**config.mk**
```make
export PLATFORM = sky130hd
export DESIGN_NAME = gobou_ctrl_mac_flat
export DESIGN_NICKNAME = d
export VERILOG_FILES = /design/src/rtl/gobou_ctrl_mac_if.sv /design/src/rtl/gobou_ctrl_mac.sv /design/src/flat_wrapper.sv
export SDC_FILE = /design/constraint.sdc
export NUM_CORES = 1
export LEC_CHECK = 0
export BUFFER_PORTS_ARGS = -buffer_cell sky130_fd_sc_hd__buf_2
export CAP_MARGIN = 30
export CORE_AREA = 2 2 82 84
export CTS_BUF_LIST = sky130_fd_sc_hd__clkbuf_4 sky130_fd_sc_hd__clkbuf_8 sky130_fd_sc_hd__clkbuf_16
export DETAILED_ROUTE_END_ITERATION = 8
export DIE_AREA = 0 0 84 86
export HOLD_SLACK_MARGIN = 0.05
export PLACE_DENSITY = 0.77
export SETUP_SLACK_MARGIN = 0.1
export SLEW_MARGIN = 40
export SYNTH_ARGS = -nofsm -noshare
export SYNTH_HDL_FRONTEND = slang
export SYNTH_SLANG_ARGS = --single-unit
```
**constraint.sdc**
```tcl
create_clock -name clk -period 4 [get_ports clk]
set_input_delay 0.8 -clock clk [delete_from_list [all_inputs] [get_ports clk]]
set_output_delay 0.8 -clock clk [all_outputs]
set_load 0.02 [all_outputs]
```
**src/rtl/gobou_ctrl_mac_if.sv**
```systemverilog
// ============================================================================
// Module   : ctrl_bus
// Brief    : Start/valid/stop handshake bundle between pipeline stages.
// Revision : 1.0
// ============================================================================
`default_nettype none

interface ctrl_bus;
    logic start;
    logic valid;
    logic stop;

    modport master (output start, output valid, output stop);
    modport slave  (input  start, input  valid, input  stop);
endinterface

`default_nettype wire

```
**src/rtl/gobou_ctrl_mac.sv**
```systemverilog
// ============================================================================
// Module   : gobou_ctrl_mac
// Brief    : MAC sequencer: counts words/neurons of a layer, drives the MAC
//            enables and forwards start/valid/stop to the bias stage.
// Revision : 1.0
// ============================================================================
`default_nettype none

module gobou_ctrl_mac #(
    parameter int D_MAC  = 3,
    parameter int LWIDTH = 12
) (
    input  logic              clk,
    input  logic              rst,
    ctrl_bus.slave            in_ctrl,
    input  logic [LWIDTH-1:0] n_in,
    input  logic [LWIDTH-1:0] n_out,
    ctrl_bus.master           out_ctrl,
    output logic              mac_en,
    output logic              mac_clr,
    output logic              busy
);

    typedef enum logic [0:0] {
        S_IDLE = 1'b0,
        S_RUN  = 1'b1
    } state_t;

    state_t            r_state;
    state_t            w_state_nxt;
    logic              w_busy;

    logic [LWIDTH-1:0] r_nin;
    logic [LWIDTH-1:0] r_nout;
    logic [LWIDTH-1:0] r_wcnt;
    logic [LWIDTH-1:0] r_ncnt;
    logic [LWIDTH-1:0] w_nin_m1;
    logic [LWIDTH-1:0] w_nout_m1;

    logic              w_start_acc;
    logic              w_abort;
    logic              w_acc;
    logic              w_wlast;
    logic              w_nlast;
    logic              w_final;

    logic              r_mac_en;
    logic              r_mac_clr;
    logic [D_MAC-1:0]  r_dl_start;
    logic [D_MAC-1:0]  r_dl_valid;
    logic [D_MAC-1:0]  r_dl_stop;

    assign w_nin_m1    = r_nin - LWIDTH'(1);
    assign w_nout_m1   = r_nout - LWIDTH'(1);
    assign w_start_acc = (r_state == S_IDLE) && in_ctrl.start && (n_in != '0) && (n_out != '0);
    assign w_abort     = (r_state == S_RUN) && in_ctrl.stop;
    // A valid coinciding with stop is dropped so the abort wins over the final word.
    assign w_acc       = (r_state == S_RUN) && in_ctrl.valid && !in_ctrl.stop;
    assign w_wlast     = (r_wcnt == w_nin_m1);
    assign w_nlast     = (r_ncnt == w_nout_m1);
    assign w_final     = w_acc && w_wlast && w_nlast;

    always_ff @(posedge clk or posedge rst) begin
        if (rst) begin
            r_state <= S_IDLE;
        end else begin
            r_state <= w_state_nxt;
        end
    end

    always_comb begin
        w_state_nxt = r_state;
        w_busy      = 1'b0;
        case (r_state)
            S_IDLE: begin
                if (w_start_acc) begin
                    w_state_nxt = S_RUN;
                end
            end
            S_RUN: begin
                w_busy = 1'b1;
                if (w_abort || w_final) begin
                    w_state_nxt = S_IDLE;
                end
            end
            default: w_state_nxt = S_IDLE;
        endcase
    end

    always_ff @(posedge clk or posedge rst) begin
        if (rst) begin
            r_nin  <= '0;
            r_nout <= '0;
            r_wcnt <= '0;
            r_ncnt <= '0;
        end else if (w_start_acc) begin
            r_nin  <= n_in;
            r_nout <= n_out;
            r_wcnt <= '0;
            r_ncnt <= '0;
        end else if (w_abort) begin
            r_wcnt <= '0;
            r_ncnt <= '0;
        end else if (w_acc) begin
            if (w_wlast) begin
                r_wcnt <= '0;
                r_ncnt <= w_nlast ? '0 : r_ncnt + LWIDTH'(1);
            end else begin
                r_wcnt <= r_wcnt + LWIDTH'(1);
            end
        end
    end

    // Delay lines align the forwarded control pulses with the MAC result.
    always_ff @(posedge clk or posedge rst) begin
        if (rst) begin
            r_mac_en   <= 1'b0;
            r_mac_clr  <= 1'b0;
            r_dl_start <= '0;
            r_dl_valid <= '0;
            r_dl_stop  <= '0;
        end else begin
            r_mac_en   <= w_acc;
            r_mac_clr  <= w_acc && (r_wcnt == '0);
            r_dl_start <= {r_dl_start[D_MAC-2:0], w_start_acc};
            r_dl_valid <= {r_dl_valid[D_MAC-2:0], w_acc && w_wlast};
            r_dl_stop  <= {r_dl_stop[D_MAC-2:0], w_final || w_abort};
        end
    end

    assign out_ctrl.start = r_dl_start[D_MAC-1];
    assign out_ctrl.valid = r_dl_valid[D_MAC-1];
    assign out_ctrl.stop  = r_dl_stop[D_MAC-1];
    assign mac_en         = r_mac_en;
    assign mac_clr        = r_mac_clr;
    assign busy           = w_busy;

endmodule

`default_nettype wire

```
**src/flat_wrapper.sv**
```systemverilog
// flat-port wrapper written by rule: the top's interface ports become plain ports
module gobou_ctrl_mac_flat 
#(
    parameter int D_MAC  = 3,
    parameter int LWIDTH = 12
)
  (clk, rst, n_in, n_out, mac_en, mac_clr, busy, in_ctrl_start, in_ctrl_valid, in_ctrl_stop, out_ctrl_start, out_ctrl_valid, out_ctrl_stop);
  ctrl_bus in_ctrl_i ();
  ctrl_bus out_ctrl_i ();
  input  logic clk;
  input  logic rst;
  input  logic [LWIDTH-1:0] n_in;
  input  logic [LWIDTH-1:0] n_out;
  output logic mac_en;
  output logic mac_clr;
  output logic busy;
  input wire logic [$bits(in_ctrl_i.start)-1:0] in_ctrl_start;
  input wire logic [$bits(in_ctrl_i.valid)-1:0] in_ctrl_valid;
  input wire logic [$bits(in_ctrl_i.stop)-1:0] in_ctrl_stop;
  output wire logic [$bits(out_ctrl_i.start)-1:0] out_ctrl_start;
  output wire logic [$bits(out_ctrl_i.valid)-1:0] out_ctrl_valid;
  output wire logic [$bits(out_ctrl_i.stop)-1:0] out_ctrl_stop;
  assign in_ctrl_i.start = in_ctrl_start;
  assign in_ctrl_i.valid = in_ctrl_valid;
  assign in_ctrl_i.stop = in_ctrl_stop;
  assign out_ctrl_start = out_ctrl_i.start;
  assign out_ctrl_valid = out_ctrl_i.valid;
  assign out_ctrl_stop = out_ctrl_i.stop;
  gobou_ctrl_mac #(.D_MAC(D_MAC), .LWIDTH(LWIDTH)) u_core (.clk(clk), .rst(rst), .in_ctrl(in_ctrl_i), .n_in(n_in), .n_out(n_out), .out_ctrl(out_ctrl_i), .mac_en(mac_en), .mac_clr(mac_clr), .busy(busy));
endmodule
```
Word level (Yosys, flattened, before mapping) --
Cells that the tools add are included.
Storage, ports and cells: memories 0, memory bits (writable) 0, input bits 29, flip-flop bits (word level) 60, bits in latches 0, ROM bits 0
Operators by class: multiplexer cells 13, $mul 0, shift operators 0, bitwise operators 1, div/mod/pow operators 0, equality and inequality tests 2, $lt $le $gt $ge 0, add/sub/neg operators 4, reduce and logical (&&, ||, !) cells 17
Operators with widths (count):
- 12-bit two-way mux | 9
- 12-bit by 1-bit adder with 12-bit output, second input constant | 2
- 12-bit equality test | 2
- 12-bit nonzero test | 2
- 12-bit by 1-bit subtractor with 12-bit output, second input constant | 2
- 12-bit zero test | 1
- 1-bit logical AND | 9
- 3-bit nonzero test | 2
- 1-bit two-way mux | 3
- 1-bit case mux with 2 select lines | 1
- 2-bit AND reduction | 1
- 1-bit zero test | 1
- 1-bit logical OR | 1
- 1-bit inverter | 1

Depth between registers and ports, before layout --
Gate-level depths: netlist of run 1.
word-level depth 7, depth in mapped cells 11

Worst setup path before layout of run 1 --
OpenSTA, ideal clock, no wires.
kind reg-to-reg, start point register u_core.r_nout[0], end point register u_core.r_ncnt[11], setup time 0.124 ns, data arrival time 3.054 ns, slack 0.822 ns, stages on the path, launching flop included 10, path buffers 0, period minus slack after synthesis 3.178 ns, required time 3.876 ns, cells stage by stage dfrtp_1 -> inv_1 -> ha_1 -> or3b_4 -> or4_4 -> or4b_4 -> a2111oi_4 -> nor2_4 -> and3_1 -> a211o_1
On the way: word-level cells in the longest chain between the ends 7
RTL lines:
- start, declared | line gobou_ctrl_mac.sv:34 | logic [LWIDTH-1:0] r_nout;
- start signal, assigned | line gobou_ctrl_mac.sv:98 | r_nout <= n_out;
- 12-bit by 1-bit subtractor with 12-bit output | line gobou_ctrl_mac.sv:54 | assign w_nout_m1 = r_nout - LWIDTH'(1);
- 12-bit equality test | line gobou_ctrl_mac.sv:60 | assign w_nlast = (r_ncnt == w_nout_m1);
- 12-bit two-way mux | line gobou_ctrl_mac.sv:107 | r_ncnt <= w_nlast ? '0 : r_ncnt + LWIDTH'(1);
- 12-bit two-way mux | line gobou_ctrl_mac.sv:105 | if (w_wlast) begin
- 12-bit two-way mux | line gobou_ctrl_mac.sv:104 | end else if (w_acc) begin
- 12-bit two-way mux | line gobou_ctrl_mac.sv:101 | end else if (w_abort) begin
- 12-bit two-way mux | line gobou_ctrl_mac.sv:96 | end else if (w_start_acc) begin
- end signal, assigned | line gobou_ctrl_mac.sv:107
- end, declared | line gobou_ctrl_mac.sv:36 | logic [LWIDTH-1:0] r_ncnt;
Every way passes these cells. The select of a mux whose other input is x is not followed. A chain may end at the register's enable or synchronous reset.

Worst setup path in the final report of run 1 --
Ends and elaborated chain as after synthesis.

==> results of run 1 <==
cells in the final DEF, fill, tap and decap left out, types with 6 or more instances in the layout:
cell / n
nor4_1: 10
nand3_1: 17
nor3_1: 20
buf_4: 6
dfrtp_1: 60
o21ai_0: 24
a21oi_1: 11
nand2_1: 83
buf_2: 34
o31ai_1: 6
xnor2_1: 19
inv_1: 19
nor2_1: 20
clkbuf_8: 11
xor2_1: 15
registers in the layout, indices dropped and copies added (netlist names):
name,flops
u_core.r_dl_stop,3
u_core.r_wcnt,12
u_core.r_ncnt,12
u_core.mac_clr,1
u_core.r_state,1
u_core.r_nin,12
u_core.r_dl_start,3
u_core.r_dl_valid,3
u_core.mac_en,1
u_core.r_nout,12
stage by stage:
stage	setup WS [ps]	area, um^2
final	755	3880
after global routing	508	3880
after CTS	759	3880
after detailed placement	788	3640
after global placement	847	3640
after floorplan	822	3380
synth_stat cells (3+ instances only):
library cell,n,share of area
xor2_1,15,0.039
nor2_1,20,0.022
nand3_1,17,0.025
a21oi_1,11,0.016
nor3_1,20,0.030
dfrtp_1,60,0.44
nand3b_1,3,0.0067
nand4_1,3,0.0056
o21ai_0,24,0.036
or3_1,3,0.0056
ha_1,5,0.019
nor4_1,10,0.019
clkbuf_1,11,0.012
xnor2_1,19,0.049
o31ai_1,6,0.013
nand2_1,83,0.092
inv_1,20,0.022
and3_1,4,0.0074
nand2b_1,5,0.0093
area by class of cell:
class | count | share of cell area
inverters | 21 | 0.0206
well taps | 77 | 0.0248
clock buffers | 11 | 0.0390
repair buffers | 40 | 0.0555
clock inverters | 5 | 0.0216
multi-input cells | 295 | 0.451
flip-flops and latches | 60 | 0.387
logic make-up after synthesis:
group	Yosys count
XOR/XNOR	34
flip-flops	60
buffers and inverters	33
adder cells (fa/ha/maj)	5
AO/OA/AOI/OAI	72
AND/OR/NAND/NOR	184
power by group:
part / internal, uW / leakage [uW] / total, uW / switching [uW]
combinational: 200 / 0.000832 / 460 / 260
clock: 386 / 0.000112 / 640 / 255
sequential: 685 / 0.000784 / 794 / 109
metal layers:
metal,vias up,routed length [um],track usage
met3,12,416,0.0481
met4,0,134,0.0806
met2,91,4030,0.411
li1,1442,-,-
met1,1456,3540,0.302
met5,-,0,0
worst min-delay path by stage:
stage                                    start                   end  cells after the start
after floorplan           u_core.r_dl_start[0]  u_core.r_dl_start[1]                      0
after global placement     u_core.r_dl_stop[1]   u_core.r_dl_stop[2]                      0
after detailed placement  u_core.r_dl_start[1]  u_core.r_dl_start[2]                      0
after CTS                 u_core.r_dl_start[1]  u_core.r_dl_start[2]                      0
after global routing      u_core.r_dl_start[1]  u_core.r_dl_start[2]                      0
final                     u_core.r_dl_start[0]  u_core.r_dl_start[1]                      0
==> summary.txt, run 1 <==
Power
  – Total power: 1900 uW
  – Power Dens Cells: 489 mW/mm^2
  – Maximum VDD drop: 0.000291 V
  – Leak: 0.00173 uW

Synthesis
  – Post-Syn Instances: 388
  – Largest family of logic cells by synthesized area: simple AND/OR/NAND/NOR gates
  – Net Count, Synth: 422
  – Xor/xnor share of the synthesized area: 0.0882
  – Asr flop ratio synth: 1.00
  – Post-synthesis mux area share: 0
  – Synth Area in Compound Gates: 0.148
  – EDFF count, synth: 0
  – Yosys warning total: 0
  – Sequential area share after synthesis: 0.445
  – Simple-gate share of the synthesized area: 0.264
  – Adder-cell share of the synthesized area: 0.0185
  – Main synth FF type: dfrtp_1
  – Post-Syn Area: 0.00338 mm^2
  – Yosys cell types: 58
  – #FFs+latches synth: 60
  – Syn avg cell area: 8.70 um^2

Timing
  – Fmax: 0.308 GHz
  – Min Clock Period, post-route: 3250 ps
  – Setup TNS: 0 ps
  – Final hold violation count: 0
  – Worst slew pin tran: 747 ps
  – Clk_skew: 7.77 ps
  – Unrepaired setup endpoints after global routing: no
  – WHS: 352 ps
  – Final-report max-slew violation count: 0
  – Tcrit/Tclk final: 0.811
  – Max-slew headroom: 0.498
  – Final Setup Violations: 0

Finish
  – Register area: 0.00150 mm^2
  – Final Non-Filler Cells: 509
  – Final nets: 461
  – Multi-input gate area: 0.00175 mm^2
  – Diode count: 0
  – Layout cells sized above 1: 0.155
  – Layout Utilization: 0.618
  – Fillers: 561
  – Area growth syn-to-layout: 14.9%

Placed design
  – Gpl congestion: 0.947
  – Port bufs: 34
  – HPWL after DPL: 5810 um
  – Placed cells: 493

Global routing
  – Pin count of the biggest net entering global routing: 37
  – Initial antenna violation count: 0
  – First-pass GRT wire length: 13600 um
  – Grt ovf: 0
  – Total global-route track usage: 0.239
  – Vias in the first global route: 2881

Critical path
  – Worst Setup SP: u_core.r_nout[0]
  – Req. time, crit path: 4230 ps
  – R2R Path End: u_core.r_ncnt[11]
  – Reg-to-Reg Start: u_core.r_nout[0]
  – Critical Path Fanout Max: 10
  – WP data arrival: 3470 ps
  – Crit-path cells: inv_1 > ha_1 > or3b_4 > or4_4 > or4b_4 > a2111oi_4 > buf_4 > nor2_4 > and3_1 > a211o_1
  – Crit Path Class: flop to flop
  – CP startpoint kind: flop
  – Critical path destination: u_core.r_ncnt[11]
  – Worst Setup End Kind: flop
  – Worst Reg-to-Reg Cells: 10
  – Delay-heaviest family, CP: simple AND/OR/NAND/NOR gates
  – Largest stage delay, worst path: 510 ps
  – Worst path bufs/invs: 2
  – R2R Setup Slk: 750 ps
  – Slowest-stage cell, CP: or4b_4
  – Levels on crit path: 10

Route
  – Vias: 3001
  – Drt drc: 0
  – DR iter-0 viols: 242
  – WL/cell: 16.0 um
  – Antenna-violating nets left: 0
  – Initial DRT Pass Iterations: 5
  – Via density: 5.90
  – WL final: 8130 um

Floorplanning
  – Die area: 0.00722 mm^2
  – Width of the die: 84 um
  – I/O pin cnt: 35
  – Die height: 86 um
  – Rows: 29
  – Starting Density: 0.538
  – Core Area: 0.00628 mm^2

Clock tree
  – Setup bufs post-CTS: 0
  – CTS Hold Bufs: 0
  – CTS clk-pin slew, worst paths: 70 ps
  – # clock sinks: 60
  – PostCTS Resize Cnt: 0
  – Longest Clk Path Bufs: 2
  – H-tree depth: 3
  – CTS root buf: clkbuf_8
  – CTS tree: done
  – Inserted Clock Buffers: 9
  – Clock latency on the worst-skew pair: 340 ps

Job
  – Max-Cap Viols: 0

Status
  – Status: finished, final reports clean

Hold path
  – Hold WC Path Type: flop to flop
Note: power is estimated with default switching activity, not from simulation.
==> run 2, diff against run 1 <==
--- a/config.mk
+++ b/config.mk
@@ -5,14 +5,15 @@
 export SDC_FILE = /design/constraint.sdc
 export NUM_CORES = 1
 export LEC_CHECK = 0
+export ABC_AREA = 1
 export BUFFER_PORTS_ARGS = -buffer_cell sky130_fd_sc_hd__buf_2
 export CAP_MARGIN = 30
-export CORE_AREA = 2 2 82 84
+export CORE_AREA = 2 2 89 91
 export CTS_BUF_LIST = sky130_fd_sc_hd__clkbuf_4 sky130_fd_sc_hd__clkbuf_8 sky130_fd_sc_hd__clkbuf_16
 export DETAILED_ROUTE_END_ITERATION = 8
-export DIE_AREA = 0 0 84 86
+export DIE_AREA = 0 0 91 93
 export HOLD_SLACK_MARGIN = 0.05
-export PLACE_DENSITY = 0.77
+export PLACE_DENSITY = 0.78
 export SETUP_SLACK_MARGIN = 0.1
 export SLEW_MARGIN = 40
 export SYNTH_ARGS = -nofsm -noshare
==> constraint.sdc (replaced) <==
create_clock -name clk -period 2.6 [get_ports clk]
set_input_delay 0.52 -clock clk [delete_from_list [all_inputs] [get_ports clk]]
set_output_delay 0.52 -clock clk [all_outputs]
set_load 0.02 [all_outputs]
==> run 2 against run 1 <==
Compared with the run above: via count up 22%; non-clock buffer count fell by 2; largest power group is now combinational logic; combinational power increased to 4.3 times the previous value; critical path type unchanged; total power rose by 130%; maximum frequency grew 48%.
==> summary.txt, run 2 <==
Global routing
  – First-pass GRT wire length: 15300 um (+13%)
  – Initial antenna violation count: 0 (unchanged)
  – Total global-route track usage: 0.224 (-0.0150)
  – Vias in the first global route: 3512 (+22%)
  – Grt ovf: 0 (unchanged)
  – Pin count of the biggest net entering global routing: 32 (-14%)

Synthesis
  – Synth top area cells: dfrtp_1 (38%), nand2_1 (18%), inv_1 (7.5%), nand3_1 (7.0%), nor2_1 (5.8%)
  – #FFs+latches synth: 60 (unchanged)
  – Synth top cells by count: nand2_1 (189), inv_1 (78), dfrtp_1 (60), nor2_1 (60), nand3_1 (55)
  – Sequential area share after synthesis: 0.384 (-0.0605)
  – Share of the synthesized area in the top cell type: 0.384 (-0.0605)
  – Yosys cell types: 32 (-45%)
  – Most frequent cell after synthesis: nand2_1
  – Post-Syn Area: 0.00391 mm^2 (+16%)
  – Net Count, Synth: 607 (+44%)
  – Yosys warning total: 0 (unchanged)
  – Main synth FF type: dfrtp_1
  – EDFF count, synth: 0 (unchanged)
  – Syn avg cell area: 6.82 um^2 (-22%)
  – Asr flop ratio synth: 1.00 (unchanged)
  – Post-Syn Instances: 573 (+48%)
  – Synth area leader: dfrtp_1

Critical path
  – Critical Path Fanout Max: 23 (+13)
  – Slowest-stage cell, CP: dfrtp_1
  – Worst Setup SP: u_core.r_nin[0]
  – Crit path top cell by count: nand2_1
  – CP startpoint kind: flop
  – Req. time, crit path: 2890 ps (-1340 ps)
  – Largest stage delay, worst path: 390 ps (-120 ps)
  – Reg-to-Reg Start: u_core.r_nin[0]
  – Crit Path Class: flop to flop
  – WP data arrival: 2480 ps (-990 ps)
  – Worst Setup End Kind: flop
  – Crit-path cells: inv_1 > ha_1 > inv_1 > nand2_1 > nand2_1 > nor2_1 > nand2_1 > nor2_1 > nand2_1 > nor2_2 > nand3_2 > nand2_2 > nand2_8 > inv_6 > nand2_2 > nand2_1

Finish
  – Final nets: 646 (+40%)
  – Design area: 0.00442 mm^2 (+14%)
  – Layout Utilization: 0.588 (-0.0301)
  – Fillers: 740 (+32%)
  – Layout cells sized above 1: 0.141 (-0.0141)
  – Area growth syn-to-layout: 13.2%
  – Diode count: 0 (unchanged)
  – Leading cell type in the layout, fill and taps excluded: nand2_1
  – Most frequent cells in the layout: nand2_1 (189), inv_1 (77), nor2_1 (60), dfrtp_1 (60), nand3_1 (55)

Clock tree
  – Clock latency on the worst-skew pair: 350 ps (about the same)
  – CTS tree: done
  – H-tree depth: 3 (unchanged)
  – CTS clk-pin slew, worst paths: 70 ps (about the same)
  – # clock sinks: 60 (unchanged)
  – Longest Clk Path Bufs: 2 (unchanged)
  – CTS Hold Bufs: 0 (unchanged)
  – Setup bufs post-CTS: 0 (unchanged)
  – Inserted Clock Buffers: 9 (unchanged)
  – PostCTS Resize Cnt: 0 (unchanged)
  – CTS root buf: clkbuf_8

Power
  – Share of power burned in the clock network: 0.215 (-0.123)
  – Comb power frac: 0.452 (+0.209)
  – Internal power: 2420 uW (+90%)
  – Seq pwr share: 0.333 (-0.086)
  – Sw power: 2020 uW (+220%)
  – Leak: 0.00229 uW (+33%)
  – Maximum VDD drop: 0.000646 V (+120%)
  – Power Dens Cells: 1000 mW/mm^2 (+110%)
  – Switch share: 0.454 (+0.125)

Route
  – WL/cell: 12.2 um (-23%)
  – DR iter-0 viols: 166 (-31%)
  – Vias: 3657 (+22%)
  – Initial DRT Pass Iterations: 4 (-1)
  – WL final: 8790 um (+8.1%)
  – Antenna-violating nets left: 0 (unchanged)
  – Via density: 5.09 (-14%)
  – Drt drc: 0 (unchanged)

Job
  – Max-Cap Viols: 0 (unchanged)

Floorplanning
  – Die height: 93 um (+8.1%)
  – I/O pin cnt: 35 (unchanged)
  – Core Area: 0.00753 mm^2 (+20%)
  – Width of the die: 91 um (+8.3%)
  – Starting Density: 0.519 (-0.0187)
  – Die area: 0.00846 mm^2 (+17%)
  – Rows: 32 (+10%)

Timing
  – Worst slew pin tran: 650 ps (-97.0 ps)
  – Final Setup Violations: 0 (unchanged)
  – Min Clock Period, post-route: 2200 ps (-1050 ps)
  – Fmax: 0.455 GHz (+48%)
  – Final hold violation count: 0 (unchanged)
  – Max-slew headroom: 0.566 (+0.0686)
  – Clk_skew: 7.56 ps (-0.205 ps)
  – Unrepaired setup endpoints after global routing: no
  – Tcrit/Tclk final: 0.845 (+0.0336)
  – Setup TNS: 0 ps (unchanged)
  – Final-report max-slew violation count: 0 (unchanged)

Hold path
  – Hold WC Path Type: input port to asynchronous set/reset pin

Placed design
  – HPWL after DPL: 6790 um (+17%)
  – Gpl congestion: 0.912 (-3.7%)
  – DP Area: 0.00419 mm^2 (+15%)
  – Port bufs: 34 (unchanged)

Status
  – Status: finished, final reports clean
## run 2: final cells by class
type / instances / area [um^2] / share of cell area
timing repair buffer: 38 / 213 / 0.0481
inverter: 83 / 317 / 0.0715
clock inverter: 7 / 101 / 0.0229
sequential: 60 / 1500 / 0.339
tap: 102 / 128 / 0.0288
clock buffer: 9 / 124 / 0.0280
multi-input combinational: 420 / 2040 / 0.461
## run 2: per-layer routing
layer  part of all wire  track usage
met2               0.51        0.400
met1               0.42        0.266
met5                  0            0
met3              0.048       0.0322
met4              0.020        0.104
## run 2: through the flow
| step | hold WS [ps] | total power (uW) | instances | setup slack (ps) |
|---|---|---|---|---|
| 4_1_cts | 270 | 4420 | 719 | 290 |
| 6_report | 249 | 4440 | 719 | 403 |
| 5_1_grt | 319 | 4820 | 719 | 103 |
| 3_5_place_dp | 336 | 3460 | 703 | 298 |
| 2_1_floorplan | 331 | 3040 | 573 | 595 |
| 3_3_place_gp | 332 | 3390 | 703 | 381 |
## run 2: final timing paths
path	endpoint	slack, ps	depth (start not counted)
min in group clk	u_core.r_dl_stop[1]	350	0
min reg2reg	u_core.r_dl_stop[1]	350	0
min	u_core.r_dl_start[0]	250	2
max reg2reg	u_core.r_ncnt[6]	400	16
max	u_core.r_ncnt[6]	400	16
max in group asynchronous	u_core.r_nin[1]	1760	3
## run 2: cells by family after synthesis
logic type                 synth area share
adders and majority gates            0.0160
buffers and inverters                0.0957
AOI/OAI and AO/OA                    0.0708
and+or+nand+nor                       0.393
DFF                                   0.384
xor gates and xnor gates             0.0403
## run 2: power by group through the flow
| stage | registers, uW | logic [uW] | clock network, uW |
|---|---|---|---|
| finish | 1480 | 2000 | 956 |
| global route | 1510 | 2300 | 1000 |
| CTS | 1480 | 1980 | 965 |
| detailed placement | 1490 | 1960 | 0 |
| global placement | 1480 | 1910 | 0 |
| floorplan | 1430 | 1610 | 0 |
## run 2: worst max-delay path: cells and delay by family (launching register included)
kind / cells / cell delay, ps
adders and majority gates: 1 / 330
buffers and inverters: 3 / 300
DFF: 1 / 390
and+or+nand+nor: 12 / 1110
